$ cat config.mk
export PLATFORM = sky130hd
export DESIGN_NAME = back_end_mc
export DESIGN_NICKNAME = d
export VERILOG_FILES = /design/src/rtl/back_end_pkg.sv /design/src/rtl/back_end_port.sv /design/src/rtl/back_end_mc.sv
export SDC_FILE = /design/constraint.sdc
export NUM_CORES = 1
export LEC_CHECK = 0
export ABC_CLOCK_PERIOD_IN_PS = 4600
export CORE_MARGIN = 10
export CORE_UTILIZATION = 47
export DETAILED_ROUTE_END_ITERATION = 10
export HOLD_SLACK_MARGIN = 0.05
export PLACE_DENSITY = 0.82
export SYNTH_ARGS = -nofsm -noshare
export SYNTH_HDL_FRONTEND = slang
export SYNTH_SLANG_ARGS = --single-unit
$ cat constraint.sdc
create_clock -name aclk -period 4.6 [get_ports aclk]
set_clock_uncertainty 0.05 [all_clocks]
set_input_delay 0.92 -clock aclk [delete_from_list [all_inputs] [get_ports aclk]]
set_output_delay 0.92 -clock aclk [all_outputs]
set_load 0.05 [all_outputs]
$ cat src/rtl/back_end_pkg.sv
// Shared definitions for the back-end memory controller: FSM state
// encoding and the enum type used by the controller's state register.
package back_end_pkg;

  localparam logic [1:0] IDLE = 2'b00;
  localparam logic [1:0] WORK = 2'b01;
  localparam logic [1:0] DONE = 2'b10;

  typedef enum logic [1:0] {
    ST_IDLE = IDLE,
    ST_WORK = WORK,
    ST_DONE = DONE
  } state_e;

endpackage

$ cat src/rtl/back_end_port.sv
// One independent write channel: word counter, full compare and accept.
// The counter doubles as the write address, so the address presented with
// wren is the value before the increment that the accept causes.
module back_end_port
  import back_end_pkg::*;
#(
  parameter int ADDR_W = 10
) (
  input  logic              aclk,
  input  logic              aresetn,
  input  logic              i_clear,
  input  logic              i_work,
  input  logic              i_send,
  input  logic [ADDR_W:0]   i_size_q,
  output logic              o_acc,
  output logic              o_full,
  output logic [ADDR_W-1:0] o_addr
);

  localparam int CNT_W = ADDR_W + 1;

  logic [CNT_W-1:0] r_cnt;
  logic             w_full;
  logic             w_acc;

  // The counter is one bit wider than the address, so size = 2^ADDR_W
  // reaches full without wrapping; once full, no further accepts occur.
  assign w_full = (r_cnt == i_size_q);
  assign w_acc  = i_work & i_send & ~w_full;

  // Word counter: cleared when a transfer starts, advanced per accepted write.
  always_ff @(posedge aclk or negedge aresetn) begin
    if (!aresetn) begin
      r_cnt <= '0;
    end else if (i_clear) begin
      r_cnt <= '0;
    end else if (w_acc) begin
      r_cnt <= r_cnt + CNT_W'(1);
    end else begin
      r_cnt <= r_cnt;
    end
  end

  assign o_acc  = w_acc;
  assign o_full = w_full;
  assign o_addr = r_cnt[ADDR_W-1:0];

endmodule

$ cat src/rtl/back_end_mc.sv
// Back-end memory controller: a start/done handshake FSM that lets
// N_PORTS independent write channels each fill up to 'size' words, with a
// sticky flag recording any write attempted on an already-full channel.
module back_end_mc
  import back_end_pkg::*;
#(
  parameter int N_PORTS = 2,
  parameter int ADDR_W  = 10
) (
  input  logic                        aclk,
  input  logic                        aresetn,
  input  logic                        start,
  input  logic                        done,
  input  logic [ADDR_W:0]             size,
  input  logic [N_PORTS-1:0]          send,
  output logic [N_PORTS-1:0]          en,
  output logic [N_PORTS-1:0]          wren,
  output logic [N_PORTS-1:0]          ack,
  output logic [N_PORTS*ADDR_W-1:0]   addr,
  output logic [N_PORTS-1:0]          full,
  output logic                        rdy,
  output logic                        complete,
  output logic                        ovf
);

  localparam int CNT_W = ADDR_W + 1;

  state_e             r_state;
  logic [CNT_W-1:0]   r_size_q;
  logic               r_rdy;
  logic               r_complete;
  logic               r_ovf;

  logic               w_work;
  logic               w_clear;
  logic               w_all_full;
  logic               w_ovf_hit;
  logic [N_PORTS-1:0] w_acc;
  logic [N_PORTS-1:0] w_full;

  assign w_work     = (r_state == ST_WORK);
  // A new transfer begins exactly on the IDLE->WORK edge.
  assign w_clear    = (r_state == ST_IDLE) & start;
  assign w_all_full = &w_full;
  assign w_ovf_hit  = w_work & (|(send & w_full));

  genvar gi;
  generate
    for (gi = 0; gi < N_PORTS; gi++) begin : g_port
      back_end_port #(
        .ADDR_W (ADDR_W)
      ) u_port (
        .aclk     (aclk),
        .aresetn  (aresetn),
        .i_clear  (w_clear),
        .i_work   (w_work),
        .i_send   (send[gi]),
        .i_size_q (r_size_q),
        .o_acc    (w_acc[gi]),
        .o_full   (w_full[gi]),
        .o_addr   (addr[gi*ADDR_W +: ADDR_W])
      );
    end
  endgenerate

  // Transfer FSM; rdy and complete are registered alongside the state so
  // they track WORK and DONE exactly. done takes priority over an abort.
  always_ff @(posedge aclk or negedge aresetn) begin
    if (!aresetn) begin
      r_state    <= ST_IDLE;
      r_size_q   <= '0;
      r_rdy      <= 1'b0;
      r_complete <= 1'b0;
    end else begin
      case (r_state)
        ST_IDLE: begin
          if (start) begin
            r_state    <= ST_WORK;
            r_size_q   <= size;
            r_rdy      <= 1'b1;
            r_complete <= 1'b0;
          end else begin
            r_state    <= ST_IDLE;
            r_size_q   <= r_size_q;
            r_rdy      <= 1'b0;
            r_complete <= 1'b0;
          end
        end
        ST_WORK: begin
          r_size_q <= r_size_q;
          if (done || w_all_full) begin
            r_state    <= ST_DONE;
            r_rdy      <= 1'b0;
            r_complete <= 1'b1;
          end else if (!start) begin
            r_state    <= ST_IDLE;
            r_rdy      <= 1'b0;
            r_complete <= 1'b0;
          end else begin
            r_state    <= ST_WORK;
            r_rdy      <= 1'b1;
            r_complete <= 1'b0;
          end
        end
        ST_DONE: begin
          r_state    <= ST_IDLE;
          r_size_q   <= r_size_q;
          r_rdy      <= 1'b0;
          r_complete <= 1'b0;
        end
        default: begin
          r_state    <= ST_IDLE;
          r_size_q   <= r_size_q;
          r_rdy      <= 1'b0;
          r_complete <= 1'b0;
        end
      endcase
    end
  end

  // Sticky overflow: set by a send into a full channel, cleared on new start.
  always_ff @(posedge aclk or negedge aresetn) begin
    if (!aresetn) begin
      r_ovf <= 1'b0;
    end else if (w_clear) begin
      r_ovf <= 1'b0;
    end else if (w_ovf_hit) begin
      r_ovf <= 1'b1;
    end else begin
      r_ovf <= r_ovf;
    end
  end

  assign en       = w_acc;
  assign wren     = w_acc;
  assign ack      = w_acc;
  assign full     = w_full;
  assign rdy      = r_rdy;
  assign complete = r_complete;
  assign ovf      = r_ovf;

endmodule

==> results of run 1 <==
-- logic make-up after synthesis --
family | synth area share (%)
AND/OR/NAND/NOR | 23.7
buffers and inverters | 12.3
flip-flops | 41.6
AO/OA/AOI/OAI | 8.15
XOR/XNOR | 8.66
multiplexers | 4.50
adder cells (fa/ha/maj) | 1.12
-- worst paths after layout --
check	slack, ns	to
max in group asynchronous	3.15	r_size_q[8]
hold / removal	0.45	ovf
setup / recovery	0.72	en[0]
setup reg to reg	2.59	g_port[1].u_port.r_cnt[0]
hold reg to reg	0.45	ovf
min in group asynchronous	1.01	g_port[1].u_port.r_cnt[6]
-- area by class of cell --
type / instances / area share, %
Inverter: 3 / 0.430
Multi-Input combinational cell: 164 / 39.3
Tap cell: 52 / 2.49
Clock inverter: 1 / 0.191
Timing Repair Buffer: 49 / 18.6
Sequential cell: 37 / 35.4
Clock buffer: 7 / 3.68
-- state kept, by name, indices dropped and copies added, names as in the netlist --
signal / count
ovf: 1
g_port.u_port.r_cnt: 22
r_size_q: 11
complete: 1
r_state: 2
-- stage by stage --
stage	hold WS, ns	util [%]	setup slack [ns]	std cells	instance area (µm²)
2_1_floorplan	0.454	-	1.94	241	2230
3_3_place_gp	0.404	56.2	0.782	305	2510
3_5_place_dp	0.443	56.2	0.723	305	2510
4_1_cts	0.460	58.5	0.712	313	2620
5_1_grt	0.476	58.5	0.617	313	2620
6_report	0.452	58.5	0.721	313	2620
-- report_power, final --
| group | internal, mW | switching (mW) | leakage, nW |
|---|---|---|---|
| sequential | 0.355 | 0.0453 | 0.493 |
| clock | 0.135 | 0.114 | 0.0542 |
| combinational | 0.0890 | 0.132 | 0.582 |
| total | 0.579 | 0.290 | 1.13 |
-- placed cells by master (no fill, tap or decap), types with 2 or more instances in the layout --
master,count
nor4_1,2
o21ai_0,4
clkbuf_8,7
and3b_1,4
buf_4,2
xnor2_1,11
nand3_1,6
xor2_1,11
or3_1,3
nand2b_1,2
nand4_1,5
ha_1,2
or4_1,4
nand2_1,54
o41ai_1,2
dfrtp_1,37
inv_1,3
a21oi_1,9
o31ai_1,7
nor2_1,4
clkdlybuf4s50_1,47
nor3_1,7
mux2i_1,10
o211ai_1,3
-- routing by layer --
layer / part of all wire, % / wire length [µm] / track usage, %
met4: 1.7 / 86 / 6.17
met2: 46 / 2270 / 20.9
met5: 0 / 0 / 0
met3: 5.5 / 272 / 2.21
met1: 47 / 2320 / 17.6
-- critical path, delay by kind of cell --
family        cells  cell delay, ns
simple gates      2            0.61
buf+inv           2            1.38
==> impl_metrics.py, run 1 <==
metrics = {
    "pwr": {
        "power_leakage_nw": 1.13,
        "power_density_nw_per_um2": 332,
        "ir_drop_uv": 180,
        "power_mw": 0.869,
    },
    "detailed_routing": {
        "detail_route.wl_per_cell_um": 15.8,
        "vias": 1751,
        "drcViolationCount": 0,
        "viasPerCell": 5.59,
        "ant_nets": 0,
        "drt_pre_antenna_iters": 4,
        "drt_wl_total_um": 4940,
        "drt_iter0_markers": 101,
    },
    "synth": {
        "synth.distinct_cells": 39,
        "yosys_warnings": 0,
        "synth_area_leaders": "dfrtp_1 42%, buf_4 10%, nand2_1 9.1%",
        "ys.flop_type": "dfrtp_1",
        "synth_common_cells": "54 x nand2_1, 37 x dfrtp_1, 30 x buf_4, 11 x xnor2_1, 11 x xor2_1",
        "synth_top_area_share_pct": 41.6,
        "synth.most_common_cell": "nand2_1",
        "synth_edf_count": 0,
        "synthArstFlopShare_pct": 100,
        "synth_nets": 260,
        "synthesis.area_um2": 2230,
        "synth_top_area_cell": "dfrtp_1",
        "seq_area_frac_synth_pct": 41.6,
        "syn_inst": 241,
        "syn_avg_cell_area_um2": 9.24,
        "ys_seq_elements": 37,
    },
    "clock_tree": {
        "post_cts.repair.setup_buffers": 0,
        "cts_root_buf": "clkbuf_8",
        "cts_buffers": 5,
        "htree_levels": 2,
        "clk_latency_ns": 0.29,
        "cts_tree": "built",
        "clockBufferDepth": 2,
        "cts_resized": 0,
        "cts_hold_buf": 0,
        "cts.sinks": 37,
        "clk_pin_slew_worst_paths_ns": 0.08,
    },
    "worst_setup_path": {
        "crit_required_ns": 3.63,
        "crit_top_cell": "clkdlybuf4s50_1",
        "cp_max_fo": 5,
        "reg2reg_from": "g_port[1].u_port.r_cnt[2]",
        "cp.arrival_ns": 2.91,
        "critPathKind": "primary input to primary output",
        "slowest_stage": "clkdlybuf4s50_1",
        "crit_chain": "clkdlybuf4s50_1 > and3b_1 > nor2b_1 > clkdlybuf4s50_1",
        "r2r_cells": 5,
        "crit_path_start": "send[0]",
        "cp-end-kind": "primary output",
        "critPathLaunchType": "primary input",
        "max_stage_delay_ns": 0.89,
    },
    "finish": {
        "diodes": 0,
        "fillerInstances": 373,
        "area_growth_pct": 17.5,
        "post_route_cells_drive_above_1_share_pct": 5.75,
        "regArea_um2": 926,
        "nets": 279,
        "multi_input_area_um2": 1030,
    },
    "die": {
        "core_area_um2": 4470,
        "start_util_pct": 49.7,
        "fp.dieH_um": 88.8,
        "rows": 24,
        "die_area_um2": 7890,
        "ios": 48,
        "fp.dieW_um": 88.8,
    },
    "timing": {
        "post-route-min-period_ns": 3.88,
        "tightest_slew_ns": 0.655,
        "final_hold_viol_count": 0,
        "clock.fmax_mhz": 258,
        "fin_crit_sh_pct": 84.3,
        "fin_tns_setup_ns": 0,
        "setup_viol": 0,
        "drv_slew": 0,
        "rsz0062_at_grt": "false",
        "slew_headroom_pct": 56.2,
    },
    "worst_hold_path": {
        "holdCritPathClass": "register to register",
        "min_path_cells": 2,
        "hp-start": "ovf",
    },
    "placement": {
        "place_congestion": 0.785,
        "dpl.hpwl_um": 3610,
        "port_buffers": 47,
    },
    "global_routing": {
        "grtUsageTotal_pct": 13.4,
        "grt_max_degree": 38,
        "grt-ovfl-total": 0,
        "grt_antenna_before_repair": 0,
        "grt_pass1_wl_um": 8360,
        "grt_pass1_vias": 1698,
    },
    "outcome": {
        "status": "completed",
    },
    "run": {
        "cap_violations": 0,
    },
}
Note: power is estimated with default switching activity, not from simulation.
==> run 2: changes to the inputs <==
--- a/config.mk
+++ b/config.mk
@@ -5,7 +5,7 @@
 export SDC_FILE = /design/constraint.sdc
 export NUM_CORES = 1
 export LEC_CHECK = 0
-export ABC_CLOCK_PERIOD_IN_PS = 4600
+export ABC_CLOCK_PERIOD_IN_PS = 4000
 export CORE_MARGIN = 10
 export CORE_UTILIZATION = 47
 export DETAILED_ROUTE_END_ITERATION = 10
==> constraint.sdc (replaced) <==
create_clock -name aclk -period 4 [get_ports aclk]
set_clock_uncertainty 0.05 [all_clocks]
set_input_delay 0.8 -clock aclk [delete_from_list [all_inputs] [get_ports aclk]]
set_output_delay 0.8 -clock aclk [all_outputs]
set_load 0.05 [all_outputs]
==> run 2 against run 1 <==
  * Count of clock-buffer cells in the layout grew 1
  * Clock power is essentially flat
  * Register-to-register slack worse by 0.52 ns
  * Critical endpoint is now en[1]
  * Via count fell by 1.1%
  * Non-clock buffer count increased by 1
  * Hold slack got worse by 0.015 ns
  * Power rose by 11%
==> impl_metrics.py, run 2 (synthesis results as in run 1) <==
metrics = {
    "outcome": {
        "status": "completed",
    },
    "detailed_routing": {
        "vias": 1731,
        "detail_route.wl_per_cell_um": 16.2,
        "drt_iter0_markers": 50,
        "ant_nets": 0,
        "drt_pre_antenna_iters": 4,
        "viasPerCell": 5.51,
        "drt_wl_total_um": 5080,
        "drcViolationCount": 0,
    },
    "global_routing": {
        "use_met2_pct": 21.0,
        "grt_antenna_before_repair": 0,
        "met3_usage_pct": 4.32,
        "top_usage_layer": "met2",
        "grt_pass1_vias": 1629,
        "grt-ovfl-total": 0,
        "grtUsageTotal_pct": 13.4,
        "grt_pass1_wl_um": 8160,
        "grt_max_degree": 38,
        "use_met1_pct": 16.1,
    },
    "clock_tree": {
        "cts_buffers": 5,
        "clockBufferDepth": 2,
        "post_cts.repair.setup_buffers": 0,
        "cts_root_buf": "clkbuf_8",
        "clk_latency_ns": 0.29,
        "htree_levels": 2,
        "clk_pin_slew_worst_paths_ns": 0.07,
        "cts_tree": "built",
        "cts_hold_buf": 0,
        "cts_resized": 0,
        "cts.sinks": 37,
    },
    "worst_hold_path": {
        "holdCritPathClass": "register to register",
        "hp-start": "ovf",
        "min_path_cells": 2,
        "holdPathEnd": "ovf",
    },
    "die": {
        "core_area_um2": 4470,
        "fp.dieH_um": 88.8,
        "die_area_um2": 7890,
        "fp.dieW_um": 88.8,
        "rows": 24,
        "start_util_pct": 49.7,
        "ios": 48,
    },
    "finish": {
        "final_common_cell": "nand2_1",
        "nets": 280,
        "largest_reg_flops": 22,
        "area_growth_pct": 16.6,
        "mostFrequentLayoutCells": "54 x nand2_1, 44 x clkdlybuf4s50_1, 37 x dfrtp_1",
        "diodes": 0,
        "post_route_cells_drive_above_1_share_pct": 6.11,
        "fin_cells": 314,
        "fin_util_pct": 58.0,
        "top_register": "g_port.u_port.r_cnt",
        "fillerInstances": 394,
        "reg.largest.list": "g_port.u_port.r_cnt (22), r_size_q (11), r_state (2)",
    },
    "worst_setup_path": {
        "cp_max_fo": 5,
        "worst-path-buf-inv": 2,
        "r2r_end": "g_port[0].u_port.r_cnt[9]",
        "cp-end-kind": "primary output",
        "crit_required_ns": 3.15,
        "crit_top_cell": "clkdlybuf4s50_1",
        "crit_family": "buffers and inverters",
        "slowest_stage": "clkdlybuf4s50_1",
        "critPathKind": "primary input to primary output",
        "cp.arrival_ns": 2.62,
        "crit_chain": "clkdlybuf4s50_1 > nand3b_1 > nor2_1 > clkdlybuf4s50_1",
        "critPathLaunchType": "primary input",
        "r2r_setup_slack_ns": 2.07,
        "r2r_cells": 5,
        "max_stage_delay_ns": 0.88,
        "reg2reg_from": "r_state[1]",
    },
    "placement": {
        "port_buffers": 47,
        "placed_cells": 306,
        "post-place-ws_ns": 0.542,
        "dpl.hpwl_um": 3710,
        "place_congestion": 0.800,
    },
    "pwr": {
        "ir_drop_uv": 233,
        "swShare_pct": 34.4,
        "p_comb_share_pct": 26.3,
        "p_seq_share_pct": 47.7,
        "power_leakage_nw": 1.12,
        "clkPwrFrac_pct": 26.0,
        "p_switching_mw": 0.333,
        "power_density_nw_per_um2": 372,
        "intPower_mw": 0.634,
    },
    "timing": {
        "final_hold_viol_count": 0,
        "slew_headroom_pct": 64.4,
        "setup_viol": 0,
        "clock.fmax_mhz": 288,
        "post-route-min-period_ns": 3.47,
        "fin_ws_ns": 0.529,
        "tightest_slew_ns": 0.532,
        "fin_tns_setup_ns": 0,
        "drv_slew": 0,
        "fin_crit_sh_pct": 86.8,
        "rsz0062_at_grt": "false",
    },
    "run": {
        "cap_violations": 0,
    },
}
run 2: cell count changes in the layout (fill, tap and decap cells not counted), sizes merged:
| cell | change |
|---|---|
| buf | +4 |
| clkbuf | +1 |
| clkdlybuf4s50 | -3 |
| clkinv | -1 |
run 2: worst max path at each step:
stage                           from       to  slack (ns)  cells past startpoint
after detailed placement     send[1]    en[1]        0.54                      4
after floorplan           r_state[0]   ack[0]        1.53                      4
after global routing         send[1]  wren[1]        0.45                      4
final                        send[1]    en[1]        0.53                      4
after global placement       send[1]  wren[1]        0.60                      4
after CTS                    send[1]    en[1]        0.52                      4
run 2: metal layers:
layer,part of all wire [%],vias to the layer above
met5,0,-
met4,3.0,0
met3,8.4,15
met2,45,66
met1,43,804
li1,-,846
run 2: final cells by class:
class	count	area, µm²	area share (%)
Timing Repair Buffer	50	485	18.7
Inverter	3	11.3	0.434
Multi-Input combinational cell	164	1030	39.6
Clock buffer	8	80.1	3.09
Tap cell	52	65.1	2.51
Sequential cell	37	926	35.7
run 2: power by group through the flow:
| stage | Combinational (mW) | Sequential, mW | Clock, mW |
|---|---|---|---|
| after global routing | 0.277 | 0.465 | 0.274 |
| after floorplan | 0.196 | 0.457 | 0 |
| after detailed placement | 0.254 | 0.467 | 0 |
| final | 0.255 | 0.461 | 0.251 |
| after global placement | 0.250 | 0.465 | 0 |
| after CTS | 0.258 | 0.460 | 0.258 |
run 2: tightest hold or removal path, stage by stage, from the launching register on:
cell and delay, ns:
dfrtp_1 0.36, nand2_1 0.05, nand2_1 0.05
run 2: stage by stage:
step           hold WS [ns]  cell area [µm²]  total power [mW]
2_1_floorplan         0.454             2230             0.653
3_3_place_gp          0.410             2510             0.715
3_5_place_dp          0.429             2510             0.722
4_1_cts               0.445             2590             0.975
5_1_grt               0.478             2590              1.02
6_report              0.437             2590             0.966
